`src/rtl/store_mem_fu.sv`:
```
// store_mem_fu
//   Store memory functional unit. Takes one committed, operand-ready store
//   from the store reservation station per issue pulse. It forms the
//   word-aligned address, the byte write mask and the lane-shifted write data.
//   It then holds the data-memory write request until dmem_resp and reports
//   the finished store as an RVFI-style record.
//
// Optional feature macro: STORE_FU_MISALIGN_CHK_EN
//   When defined, a misaligned sh/sw is not written to memory. It completes
//   through DONE with st_misalign. When undefined, st_misalign is tied low
//   and misaligned sh/sw use the aligned lane formulas.
//
// Ports
//   clk, rst     clock, synchronous active-high reset
//   issue        store entry valid (single-cycle pulse)
//   entry_in     {rs1_data, rs2_data, imm_value, funct3}
//   fu_running   busy; high exactly in REQ cycles (registered)
//   dmem_addr    word-aligned store address
//   dmem_rmask   always 0
//   dmem_wmask   byte write enables, non-zero only in REQ
//   dmem_wdata   lane-shifted store data
//   dmem_resp    memory write acknowledge
//   st_done      one-cycle completion pulse
//   st_rvfi      {addr, rmask, rdata, wmask, wdata}, valid with st_done
//   st_misalign  misaligned-store pulse with st_done (feature macro only)
module store_mem_fu #(
  parameter int ADDR_W = 32
) (
  input  logic                clk,
  input  logic                rst,
  input  logic                issue,
  input  logic [3*ADDR_W+2:0] entry_in,
  output logic                fu_running,
  output logic [ADDR_W-1:0]   dmem_addr,
  output logic [3:0]          dmem_rmask,
  output logic [3:0]          dmem_wmask,
  output logic [ADDR_W-1:0]   dmem_wdata,
  input  logic                dmem_resp,
  output logic                st_done,
  output logic [3*ADDR_W+7:0] st_rvfi,
  output logic                st_misalign
);

  typedef enum logic [1:0] {IDLE, REQ, DONE} state_t;

  localparam logic [2:0] F3_SB = 3'b000;
  localparam logic [2:0] F3_SH = 3'b001;
  localparam logic [2:0] F3_SW = 3'b010;

  state_t state, state_n;

  logic [ADDR_W-1:0] rs1_data, rs2_data, imm_value;
  logic [2:0]        funct3;
  logic [ADDR_W-1:0] addr_c;
  logic              valid_f3, mis_c, go_req, accept;

  logic [ADDR_W-1:0] addr_q, wdata_q;
  logic [3:0]        wmask_q;

  function automatic logic [3:0] lane_mask(input logic [2:0] f3, input logic [1:0] off);
    case (f3)
      F3_SB:   return 4'b0001 << off;
      F3_SH:   return 4'b0011 << {off[1], 1'b0};
      F3_SW:   return 4'b1111;
      default: return 4'b0000;
    endcase
  endfunction

  function automatic logic [ADDR_W-1:0] lane_data(input logic [2:0] f3, input logic [1:0] off,
                                                  input logic [ADDR_W-1:0] rs2);
    case (f3)
      F3_SB:   return {{(ADDR_W-8){1'b0}}, rs2[7:0]} << {off, 3'b000};
      F3_SH:   return {{(ADDR_W-16){1'b0}}, rs2[15:0]} << {off[1], 4'b0000};
      F3_SW:   return rs2;
      default: return '0;
    endcase
  endfunction

  assign rs1_data  = entry_in[3*ADDR_W+2 -: ADDR_W];
  assign rs2_data  = entry_in[2*ADDR_W+2 -: ADDR_W];
  assign imm_value = entry_in[ADDR_W+2 -: ADDR_W];
  assign funct3    = entry_in[2:0];

  assign addr_c   = rs1_data + imm_value;
  assign valid_f3 = (funct3 == F3_SB) || (funct3 == F3_SH) || (funct3 == F3_SW);

`ifdef STORE_FU_MISALIGN_CHK_EN
  assign mis_c = ((funct3 == F3_SH) && addr_c[0]) ||
                 ((funct3 == F3_SW) && (addr_c[1:0] != 2'b00));
`else
  assign mis_c = 1'b0;
`endif

  // Stores with a bad funct3 or a rejected alignment skip REQ and only report.
  assign go_req = valid_f3 && !mis_c;
  // A new entry is taken in IDLE and DONE. An issue during REQ is dropped.
  assign accept = issue && (state != REQ);

  always_comb begin
    state_n = state;
    case (state)
      IDLE, DONE: begin
        if (issue) state_n = go_req ? REQ : DONE;
        else       state_n = IDLE;
      end
      REQ:     if (dmem_resp) state_n = DONE;
      default: state_n = IDLE;
    endcase
  end

  always_ff @(posedge clk) begin
    if (rst) begin
      state      <= IDLE;
      fu_running <= 1'b0;
      addr_q     <= '0;
      wmask_q    <= '0;
      wdata_q    <= '0;
    end else begin
      state      <= state_n;
      fu_running <= (state_n == REQ);
      if (accept) begin
        addr_q  <= addr_c;
        wmask_q <= go_req ? lane_mask(funct3, addr_c[1:0]) : 4'b0000;
        wdata_q <= go_req ? lane_data(funct3, addr_c[1:0], rs2_data) : '0;
      end
    end
  end

`ifdef STORE_FU_MISALIGN_CHK_EN
  logic misalign_q;
  always_ff @(posedge clk) begin
    if (rst)         misalign_q <= 1'b0;
    else if (accept) misalign_q <= mis_c;
  end
  assign st_misalign = (state == DONE) && misalign_q;
`else
  assign st_misalign = 1'b0;
`endif

  always_ff @(posedge clk) begin
    if (!rst) begin
      assert (!(issue && state == REQ))
        else $warning("store_mem_fu: issue while a store is in flight was ignored");
    end
  end

  // Output stage: the request fields are held in registers and gated by state.
  assign dmem_addr  = {addr_q[ADDR_W-1:2], 2'b00};
  assign dmem_rmask = 4'b0000;
  assign dmem_wmask = (state == REQ) ? wmask_q : 4'b0000;
  assign dmem_wdata = wdata_q;
  assign st_done    = (state == DONE);
  // rdata is a don't-care for stores and is reported as zero.
  assign st_rvfi    = (state == DONE) ? {addr_q, 4'b0000, {ADDR_W{1'b0}}, wmask_q, wdata_q} : '0;

endmodule

```
`config.mk`:
```
export PLATFORM = sky130hd
export DESIGN_NAME = store_mem_fu
export DESIGN_NICKNAME = d
export VERILOG_FILES = /design/src/rtl/store_mem_fu.sv
export SDC_FILE = /design/constraint.sdc
export NUM_CORES = 1
export LEC_CHECK = 0
export ABC_AREA = 1
export BUFFER_PORTS_ARGS = -buffer_cell sky130_fd_sc_hd__buf_2
export CORE_MARGIN = 1.5
export CORE_UTILIZATION = 53
export DETAILED_ROUTE_END_ITERATION = 10
export PLACE_DENSITY_LB_ADDON = 0.15
export SETUP_SLACK_MARGIN = 0.1
export SKIP_LAST_GASP = 1
export SLEW_MARGIN = 5
export SYNTH_ARGS = -nofsm -noshare
export SYNTH_HDL_FRONTEND = slang
export SYNTH_SLANG_ARGS = --single-unit
```
`constraint.sdc`:
```
create_clock -name clk -period 4.7 [get_ports clk]
set_input_delay 0.94 -clock clk [delete_from_list [all_inputs] [get_ports clk]]
set_output_delay 0.94 -clock clk [all_outputs]
set_load 0.02 [all_outputs]
```
# After elaboration in Yosys (flattened, before gate mapping)
# Index checks and enable logic that the tools add are counted.
# word_totals
ff_bits	71
inputBits	103
output_inout_bits	179
elab_cells	32
# classes
add_sub_neg	1
eq_ne	6
shifts	4
muxes	10
n_reduce_logical	6
# op_table
cell	count
$mux 104	1
$pmux 32 s3	1
$add 32x32->32	1
$mux 32	1
$shl 16x5->32	1
$shl 8x5->32	1
$pmux 4 s3	1
$mux 4	2
$mux 2	3
$eq 2x1->1 const B	2
$pmux 2 s2	1
$shl 1x2->4 const A	1
$shl 2x2->4 const A	1
$eq 3x1->1 const B	1
$eq 3x2->1 const B	1
$logic_not 3->1	1
$eq 2x2->1 const B	1
$logic_not 2->1	1
$logic_or 1x1->1	2
$ne 2x1->1 const B	1
$reduce_or 2->1	1
$logic_and 1x1->1	1

# Depth between registers and ports, before layout
# Gate-level depths: netlist (run 1).
# logic_depth
word_depth	7
mapped_depth	14
ltp_nobuf	14

# Worst setup path after synthesis (run 1)
# No wires, ideal clock.
# synth_timing
path_kind	input -> register
from	in entry_in[3]
to	reg wdata_q[0] (netlist: dmem_wdata[0])
setup_time_ns	0.070
arrival_time_ns	2.480
required_ns	4.630
path_slack_ns	2.150
path_stages	9
path_buffers	0
cell_sequence	ha_1 inv_1 fa_1 inv_1 o21ai_2 inv_2 a21oi_4 nand2_1 a21oi_1
# synth_between
elab_chain_cells	4
elab_cells_between_ends	5
cone_classes	1 x add/sub; 2 x shift; 2 x mux
# synth_lines
item	line	text
start, declared	32	input logic [3*ADDR_W+2:0] entry_in,
$add 32x32->32 *	84	assign addr_c = rs1_data + imm_value;
$shl 16x5->32 or $shl 8x5->32 (tied branches)	73, 72	
$pmux 32 s3 *	71	case (f3)
$mux 32 *	124	wdata_q <= go_req ? lane_data(funct3, addr_c[1:0], rs2_data) : '0;
end signal, assigned	124	
end, declared	57	logic [ADDR_W-1:0] addr_q, wdata_q;
# Every way passes the cells marked *; elsewhere a longest branch is shown, timed or not.
# A chain may end at the register's enable or synchronous reset.

# Final worst setup path (run 1)
# layout_timing
from	reg state[0]
to	out st_rvfi[90]
# layout_between
elab_chain_cells	2
# layout_lines
item	line	text
start, declared	50	state_t state, state_n;
start signal, assigned	119	state <= state_n;
$eq 2x2->1	154	assign st_rvfi = (state == DONE) ? {addr_q, 4'b0000, {ADDR_W{1'b0}}, wmask_q, wdata_q} : '0;
$mux 104	154	
end, declared	40	output logic [3*ADDR_W+7:0] st_rvfi,
# No other way between the ends.

==> results_tabular.tex, run 1 <==
\begin{tabular}{lr}
\hline
Metric & Value \\
\hline
\multicolumn{2}{l}{\textbf{Run status}} \\
\quad Run status & completed \\
\multicolumn{2}{l}{\textbf{GRT}} \\
\quad Wire length of the first global-routing pass & 28,700 um \\
\quad Largest net degree at the start of global routing & 81 \\
\quad Number of antenna violations at the first check in global routing & 0 \\
\quad Overall routing resource usage & 0.280 \\
\quad Via count of the first global-routing pass & 6,101 \\
\quad Sum of overflow across all layers after global routing & 0 \\
\multicolumn{2}{l}{\textbf{Floorplanning}} \\
\quad IO Pins & 282 \\
\quad Vertical die dimension & 113 um \\
\quad Die footprint & 12,700 um\^{}2 \\
\quad Placeable core region & about 12,000 um\^{}2 \\
\quad Standard-cell rows & 39 \\
\quad Die W & 113 um \\
\quad Initial cell density of the core & 0.551 \\
\multicolumn{2}{l}{\textbf{Synthesis}} \\
\quad Number of instances in the synthesized netlist & 1,115 \\
\quad Most instantiated library cell after synthesis & sky130\_fd\_sc\_hd\_\_nand2\_1 \\
\quad Area share of the largest cell type after synthesis & 0.223 \\
\quad Multiplexer area fraction after synthesis & 0 \\
\quad Register area share after synthesis & 0.223 \\
\quad Post-synthesis xor/xnor area fraction & 0.0192 \\
\quad Cell type with the largest total area after synthesis & sky130\_fd\_sc\_hd\_\_dfxtp\_1 \\
\quad Number of synthesis warnings & 0 \\
\quad Most used standard cells in the synthesized netlist & 308 x sky130\_fd\_sc\_hd\_\_nand2\_1, 229 x sky130\_fd\_sc\_hd\_\_inv\_1, 132 x sky130\_fd\_sc\_hd\_\_nor2\_1 \\
\quad Post-Synthesis Cell Area & $\sim$6400 um\^{}2 \\
\quad Ranking of synthesized cells by area & sky130\_fd\_sc\_hd\_\_dfxtp\_1 22\%, sky130\_fd\_sc\_hd\_\_nand2\_1 18\%, sky130\_fd\_sc\_hd\_\_inv\_1 13\% \\
\quad Post-synth cell types & 34 \\
\quad Adder-cell share of the synthesized area & 0.0640 \\
\quad Top\_reg\_cell synth & sky130\_fd\_sc\_hd\_\_dfxtp\_1 \\
\quad EDFF count, synth & 0 \\
\quad Share of the synthesized area in compound gates (AO/OA/AOI/OAI) & 0.125 \\
\quad Fraction of synthesis flops using an asynchronous set or reset pin & 0 \\
\quad Yosys reg bits & just over 70 \\
\quad Main combinational cell family by area after synthesis & simple AND/OR/NAND/NOR gates \\
\quad Post-synthesis average cell area & 5.72 um\^{}2 \\
\quad Simple-gate area share of the yosys netlist & 0.323 \\
\multicolumn{2}{l}{\textbf{Power}} \\
\quad Ratio of total power to cell area & 267 nW/um\^{}2 \\
\quad Sequential cell fraction of total power & 0.331 \\
\quad Leakage power figure & 4.48 nW \\
\quad Switching component of the power & 726 uW \\
\quad Overall power consumption & 2.01 mW \\
\quad Cell-internal power & around 1.3 mW \\
\quad Fraction of power consumed by combinational cells & 0.322 \\
\quad Clock network power share & 0.347 \\
\quad Largest vdd supply drop & between 0.15 and 0.2 mV \\
\quad Fraction of power spent switching nets & 0.361 \\
\multicolumn{2}{l}{\textbf{Setup path}} \\
\quad Arrival time at the worst endpoint & 1910 ps \\
\quad Category of the most critical setup path & flop to output port \\
\quad Highest net fanout along the worst path & 68 \\
\quad FF-to-FF path depth & 8 \\
\quad Required time of the critical path & 3760 ps \\
\quad R2r setup slk & about 2800 ps \\
\quad Sort of element at the end of the critical path & output port \\
\quad CP Launch Type & flop \\
\multicolumn{2}{l}{\textbf{Clock network}} \\
\quad Number of instances resized during post-cts repair & 0 \\
\quad TritonCTS Sinks & between 70 and 80 \\
\quad Max clock buf depth & 2 \\
\quad H-tree levels & 3 \\
\quad Later-pin clock latency in the skew report & 330 ps \\
\quad CTS buffer count & 9 \\
\quad CTS tree & yes \\
\quad CTS root buffer & sky130\_fd\_sc\_hd\_\_clkbuf\_16 \\
\quad CTS Hold Bufs & 0 \\
\quad Clock slew at the register clock pins of the worst setup and hold paths & approximately 60 ps \\
\quad Post-CTS repair timing setup buffer count & 0 \\
\multicolumn{2}{l}{\textbf{Final layout}} \\
\quad Count of nets after finishing & 1,440 \\
\quad Synth-to-Final Area Change & 18.4\% \\
\quad Ant diodes & 0 \\
\quad Ratio of cells with drive above 1 in the final layout & 0.206 \\
\quad Layout filler cell count & 1,197 \\
\multicolumn{2}{l}{\textbf{Route}} \\
\quad First DRT Iteration DRCs & 437 \\
\quad Routed wire length & 18,300 um \\
\quad Via density per instance & a little under 5 \\
\quad Overall via count from detail\_route & 7,063 \\
\quad Final routed DRC violation total & 0 \\
\quad Post-route antenna net violation count & 0 \\
\quad First-pass iteration count of the detailed router & 5 \\
\quad Wire length per cell & between 10 and 15 um \\
\multicolumn{2}{l}{\textbf{STA}} \\
\quad Worst-case clock skew & 6.20 ps \\
\quad Period utilisation layout & 0.606 \\
\quad Total setup violations reported at the end of the flow & 0 \\
\quad Minimum clock period after layout & 2850 ps \\
\quad Hold violation total from the final report & 0 \\
\quad F\_max & 351 MHz \\
\quad Final slew viol count & 0 \\
\quad Worst relative slew slack & 0.266 \\
\quad Setup TNS Final & 0 ps \\
\quad Least-Margin Pin Slew & 1100 ps \\
\quad Setup repair after global routing missed its margin & no \\
\quad Post-route worst setup slack & 1850 ps \\
\multicolumn{2}{l}{\textbf{Hold path}} \\
\quad Worst min-delay path class & flop to flop \\
\quad Cells on Worst Hold Path & 2 \\
\multicolumn{2}{l}{\textbf{Placement}} \\
\quad Quantity of I/O buffers inserted on ports & between 200 and 250 \\
\quad Final weighted congestion in routability-driven placement & approximately 0.96 \\
\quad Pre-CTS worst setup slack & approximately 1700 ps \\
\quad HPWL after detailed placement & 14,600 um \\
\multicolumn{2}{l}{\textbf{Job}} \\
\quad Number of maximum-capacitance constraint violations & 0 \\
\hline
\end{tabular}
[routing by layer]
layer  track usage  part of all wire  vias to the layer above
met5             0                 0                        -
met1         0.337              0.41                     3067
met3        0.0405             0.071                       40
li1              -                 -                     3658
met2         0.508              0.50                      298
met4        0.0970             0.026                        0
[per-stage QoR]
step	area [um^2]	utilization	std cells	hold WS [ps]
finish	7540	0.652	1453	455
global route	7540	0.652	1453	489
CTS	7540	0.652	1453	456
detailed placement	7230	0.626	1437	448
global placement	7230	0.626	1437	441
floorplan	6530	-	1157	430
[final timing paths]
kind                      end       from
setup / recovery  st_rvfi[90]   state[0]
hold / removal      addr_q[0]  addr_q[0]
setup reg to reg   wmask_q[0]   state[0]
hold reg to reg     addr_q[0]  addr_q[0]
[kinds of logic after synthesis]
family,Yosys count
adder cells (fa/ha/maj),32
other,1
buffers and inverters,337
AO/OA/AOI/OAI,146
XOR/XNOR,14
AND/OR/NAND/NOR,514
flip-flops,71
[cell type report]
class                   instances  area (um^2)  share of cell area
multi-input cells             749         3550               0.471
flip-flops and latches         71         1420               0.188
repair buffers                240         1210               0.160
inverters                     234          878               0.116
clock buffers                  11          253              0.0335
well taps                     143          179              0.0237
clock inverters                 5         56.3             0.00746
[power by group through the flow]
stage / Clock (mW) / Combinational, mW / Sequential, mW
floorplan: 0 / 0.507 / 0.684
global placement: 0 / 0.638 / 0.678
detailed placement: 0 / 0.642 / 0.679
CTS: 0.708 / 0.645 / 0.666
global route: 0.739 / 0.723 / 0.670
finish: 0.699 / 0.647 / 0.666
[cells in the final DEF, fill, tap and decap left out, types with 4 or more instances in the layout]
cell type                   count
sky130_fd_sc_hd__inv_2          5
sky130_fd_sc_hd__nor2_1       132
sky130_fd_sc_hd__ha_1          31
sky130_fd_sc_hd__dfxtp_1       71
sky130_fd_sc_hd__buf_2        238
sky130_fd_sc_hd__o221ai_1       5
sky130_fd_sc_hd__inv_1        229
sky130_fd_sc_hd__nand4_1        4
sky130_fd_sc_hd__o22ai_1        7
sky130_fd_sc_hd__o21ai_0       31
sky130_fd_sc_hd__xor2_1        12
sky130_fd_sc_hd__clkbuf_16      9
sky130_fd_sc_hd__conb_1        43
sky130_fd_sc_hd__nand3_1       59
sky130_fd_sc_hd__a21oi_1       91
sky130_fd_sc_hd__o21bai_1       4
sky130_fd_sc_hd__nand2_1      308
[worst max-delay path: stages (launching register included)]
cell and delay [ps]:
sky130_fd_sc_hd__dfxtp_1 350, sky130_fd_sc_hd__nor2_1 70, sky130_fd_sc_hd__inv_2 790, sky130_fd_sc_hd__nor2_1 140, sky130_fd_sc_hd__buf_2 220
[flip-flops by register name, summed over array words and instances (netlist names)]
register	cells
addr_q	32
fu_running	1
wmask_q	4
dmem_wdata	32
state	2
Power figures use the tool's default switching activity.
==> run 2: changes to the inputs <==
Settings changed: CORE_UTILIZATION 53 to 49.
Clock period 4.7 ns to 2.8 ns, I/O delays scaled along.
==> results_tabular.tex, run 2 (synthesis results as in run 1) <==
\begin{tabular}{lr}
\hline
Metric & Value \\
\hline
\multicolumn{2}{l}{\textbf{Power}} \\
\quad Leakage power figure & 4.50 nW (was 4.48 nW) \\
\quad Ratio of total power to cell area & 453 nW/um\^{}2 (was 267 nW/um\^{}2) \\
\quad Largest vdd supply drop & 0.285 mV (was 0.151 mV) \\
\multicolumn{2}{l}{\textbf{Hold path}} \\
\quad Cells on Worst Hold Path & 2 (unchanged) \\
\quad Startpoint of the lowest-slack hold path & addr\_q[0] (unchanged) \\
\quad Worst min-delay path endpoint & addr\_q[0] (unchanged) \\
\quad Worst min-delay path class & flop to flop (unchanged) \\
\multicolumn{2}{l}{\textbf{Final layout}} \\
\quad Final cell count without fillers & 1,484 (was 1,453) \\
\quad Most used cells in the layout excluding fill and tap cells & 308 x sky130\_fd\_sc\_hd\_\_nand2\_1, 238 x sky130\_fd\_sc\_hd\_\_buf\_2, 229 x sky130\_fd\_sc\_hd\_\_inv\_1 (unchanged) \\
\quad Most frequent standard cell in the layout excluding fill and tap cells & sky130\_fd\_sc\_hd\_\_nand2\_1 (unchanged) \\
\quad Synth-to-Final Area Change & 19.6\% (was 18.4\%) \\
\quad Ratio of cells with drive above 1 in the final layout & 0.207 (was 0.206) \\
\quad Count of nets after finishing & 1,442 (was 1,440) \\
\quad Ant diodes & 0 (unchanged) \\
\multicolumn{2}{l}{\textbf{STA}} \\
\quad Hold violation total from the final report & 0 (unchanged) \\
\quad Least-Margin Pin Slew & 1130 ps (was 1100 ps) \\
\quad Minimum clock period after layout & 2530 ps \\
\quad F\_max & 396 MHz \\
\quad Period utilisation layout & 0.903 \\
\quad Setup TNS Final & 0 ps (unchanged) \\
\quad Final slew viol count & 0 (unchanged) \\
\quad Worst relative slew slack & 0.244 (was 0.266) \\
\quad Setup repair after global routing missed its margin & no (unchanged) \\
\quad Total setup violations reported at the end of the flow & 0 (unchanged) \\
\quad Worst-case clock skew & 6.52 ps (was 6.20 ps) \\
\quad Hold slack & 452 ps (was 455 ps) \\
\multicolumn{2}{l}{\textbf{Setup path}} \\
\quad Delay of the slowest critical-path stage & 810 ps (was 790 ps) \\
\quad FF-to-FF path depth & 8 (unchanged) \\
\quad Arrival time at the worst endpoint & 1970 ps (was 1910 ps) \\
\quad Highest net fanout along the worst path & 68 (unchanged) \\
\quad Sort of element at the end of the critical path & output port (unchanged) \\
\quad Category of the most critical setup path & flop to output port (unchanged) \\
\quad Critical register-to-register path endpoint & addr\_q[12] (was wmask\_q[0]) \\
\quad Cell with the most instances on the worst path & sky130\_fd\_sc\_hd\_\_nor2\_1 (unchanged) \\
\quad Required time of the critical path & 2240 ps (was 3760 ps) \\
\quad CP Launch Type & flop (unchanged) \\
\quad Crit-path leading delay family & buffers and inverters (unchanged) \\
\quad Cell Chain, Critical Path & nor2\_1, inv\_2, nor2\_1, buf\_2 (unchanged) \\
\quad Launch point of the worst reg-to-reg path & state[0] (unchanged) \\
\quad R2r setup slk & 990 ps (was 2840 ps) \\
\quad Cell type of the slowest stage on the worst timing path & sky130\_fd\_sc\_hd\_\_inv\_2 (unchanged) \\
\quad Buffers and inverters on the worst path & 2 (unchanged) \\
\multicolumn{2}{l}{\textbf{Floorplanning}} \\
\quad Placeable core region & 12,700 um\^{}2 (was 11,600 um\^{}2) \\
\quad IO Pins & 282 (unchanged) \\
\quad Standard-cell rows & 41 (was 39) \\
\quad Vertical die dimension & 117 um (was 113 um) \\
\quad Die footprint & 13,700 um\^{}2 (was 12,700 um\^{}2) \\
\quad Initial cell density of the core & 0.503 (was 0.551) \\
\quad Die W & 117 um (was 113 um) \\
\multicolumn{2}{l}{\textbf{Run status}} \\
\quad Run status & completed (unchanged) \\
\multicolumn{2}{l}{\textbf{Clock network}} \\
\quad Clock slew at the register clock pins of the worst setup and hold paths & 60 ps (about the same) \\
\quad CTS tree & yes (unchanged) \\
\quad Post-CTS repair timing setup buffer count & 0 (unchanged) \\
\quad CTS Hold Bufs & 0 (unchanged) \\
\quad CTS buffer count & 9 (unchanged) \\
\quad Max clock buf depth & 2 (unchanged) \\
\quad CTS root buffer & sky130\_fd\_sc\_hd\_\_clkbuf\_16 (unchanged) \\
\quad Number of instances resized during post-cts repair & 0 (unchanged) \\
\quad H-tree levels & 3 (unchanged) \\
\quad Later-pin clock latency in the skew report & 330 ps (about the same) \\
\quad TritonCTS Sinks & 71 (unchanged) \\
\multicolumn{2}{l}{\textbf{GRT}} \\
\quad Number of antenna violations at the first check in global routing & 0 (unchanged) \\
\quad Largest net degree at the start of global routing & 81 (unchanged) \\
\quad Wire length of the first global-routing pass & 27,900 um (was 28,700 um) \\
\quad Via count of the first global-routing pass & 5,861 (was 6,101) \\
\quad Overall routing resource usage & 0.262 (was 0.280) \\
\quad Sum of overflow across all layers after global routing & 0 (unchanged) \\
\multicolumn{2}{l}{\textbf{Placement}} \\
\quad Final weighted congestion in routability-driven placement & 0.964 (was 0.963) \\
\quad Count of placed standard cells including taps & 1,468 (was 1,437) \\
\quad Quantity of I/O buffers inserted on ports & 238 (unchanged) \\
\quad HPWL after detailed placement & 15,000 um (was 14,600 um) \\
\multicolumn{2}{l}{\textbf{Route}} \\
\quad Via density per instance & 4.75 (was 4.86) \\
\quad First-pass iteration count of the detailed router & 5 (unchanged) \\
\quad Overall via count from detail\_route & 7,048 (was 7,063) \\
\quad Routed wire length & 18,700 um (was 18,300 um) \\
\quad Final routed DRC violation total & 0 (unchanged) \\
\quad Wire length per cell & 12.6 um (about the same) \\
\quad First DRT Iteration DRCs & 549 (was 437) \\
\quad Post-route antenna net violation count & 0 (unchanged) \\
\multicolumn{2}{l}{\textbf{Job}} \\
\quad Number of maximum-capacitance constraint violations & 0 (unchanged) \\
\hline
\end{tabular}
-- run 2: cell count changes in the layout (fill, tap and decap cells not counted) --
cell	delta
sky130_fd_sc_hd__clkinv_4	+1
sky130_fd_sc_hd__clkinvlp_4	-1
sky130_fd_sc_hd__bufinv_16	+1
sky130_fd_sc_hd__clkbuf_8	-2
sky130_fd_sc_hd__buf_12	+1
sky130_fd_sc_hd__inv_6	+1
sky130_fd_sc_hd__buf_4	+1
-- run 2: worst max path at each step --
stage	slack, ps	to	cells after the start	from
final	270	st_rvfi[83]	4	state[0]
after global routing	160	st_rvfi[91]	5	state[1]
after CTS	250	st_rvfi[91]	4	state[0]
after detailed placement	250	dmem_wdata[4]	10	entry_in[3]
after global placement	320	dmem_wdata[6]	10	entry_in[3]
after floorplan	630	dmem_wdata[0]	9	entry_in[3]
-- run 2: worst reg2reg max path, delay by kind of cell, from the launching register on --
family / cells / cell delay [ps]
AO/OA/AOI/OAI: 1 / 230
buffers and inverters: 4 / 810
AND/OR/NAND/NOR: 3 / 330
flip-flops: 1 / 350
-- run 2: final cells by class --
class | instances | area, um^2
Clock inverter | 7 | 96.3
Clock buffer | 9 | 225
Sequential cell | 71 | 1420
Timing Repair Buffer | 242 | 1230
Multi-Input combinational cell | 749 | 3550
Inverter | 234 | 878
Fill cell | 1348 | 5050
Tap cell | 172 | 215
-- run 2: per-stage QoR --
stage | area [um^2] | utilization | setup WS, ps | power (mW)
final | 7620 | 0.601 | 272 | 3.45
after global routing | 7620 | 0.601 | 159 | 3.66
after CTS | 7620 | 0.601 | 254 | 3.46
after detailed placement | 7300 | 0.576 | 254 | 2.23
after global placement | 7300 | 0.576 | 325 | 2.22
after floorplan | 6530 | - | 630 | 2.00
-- run 2: where the power goes --
part           total, mW  internal [mW]  switching (mW)
combinational       1.09          0.349           0.743
clock               1.24          0.783           0.455
sequential          1.12           1.08          0.0444
total               3.45           2.21            1.24
-- run 2: per-layer routing --
metal / up-vias / GRT usage / wire, um
met2: 288 / 0.464 / 8940
met3: 40 / 0.0335 / 1150
met4: 0 / 0.105 / 534
met5: - / 0 / 0
li1: 3661 / - / -
met1: 3059 / 0.323 / 8030
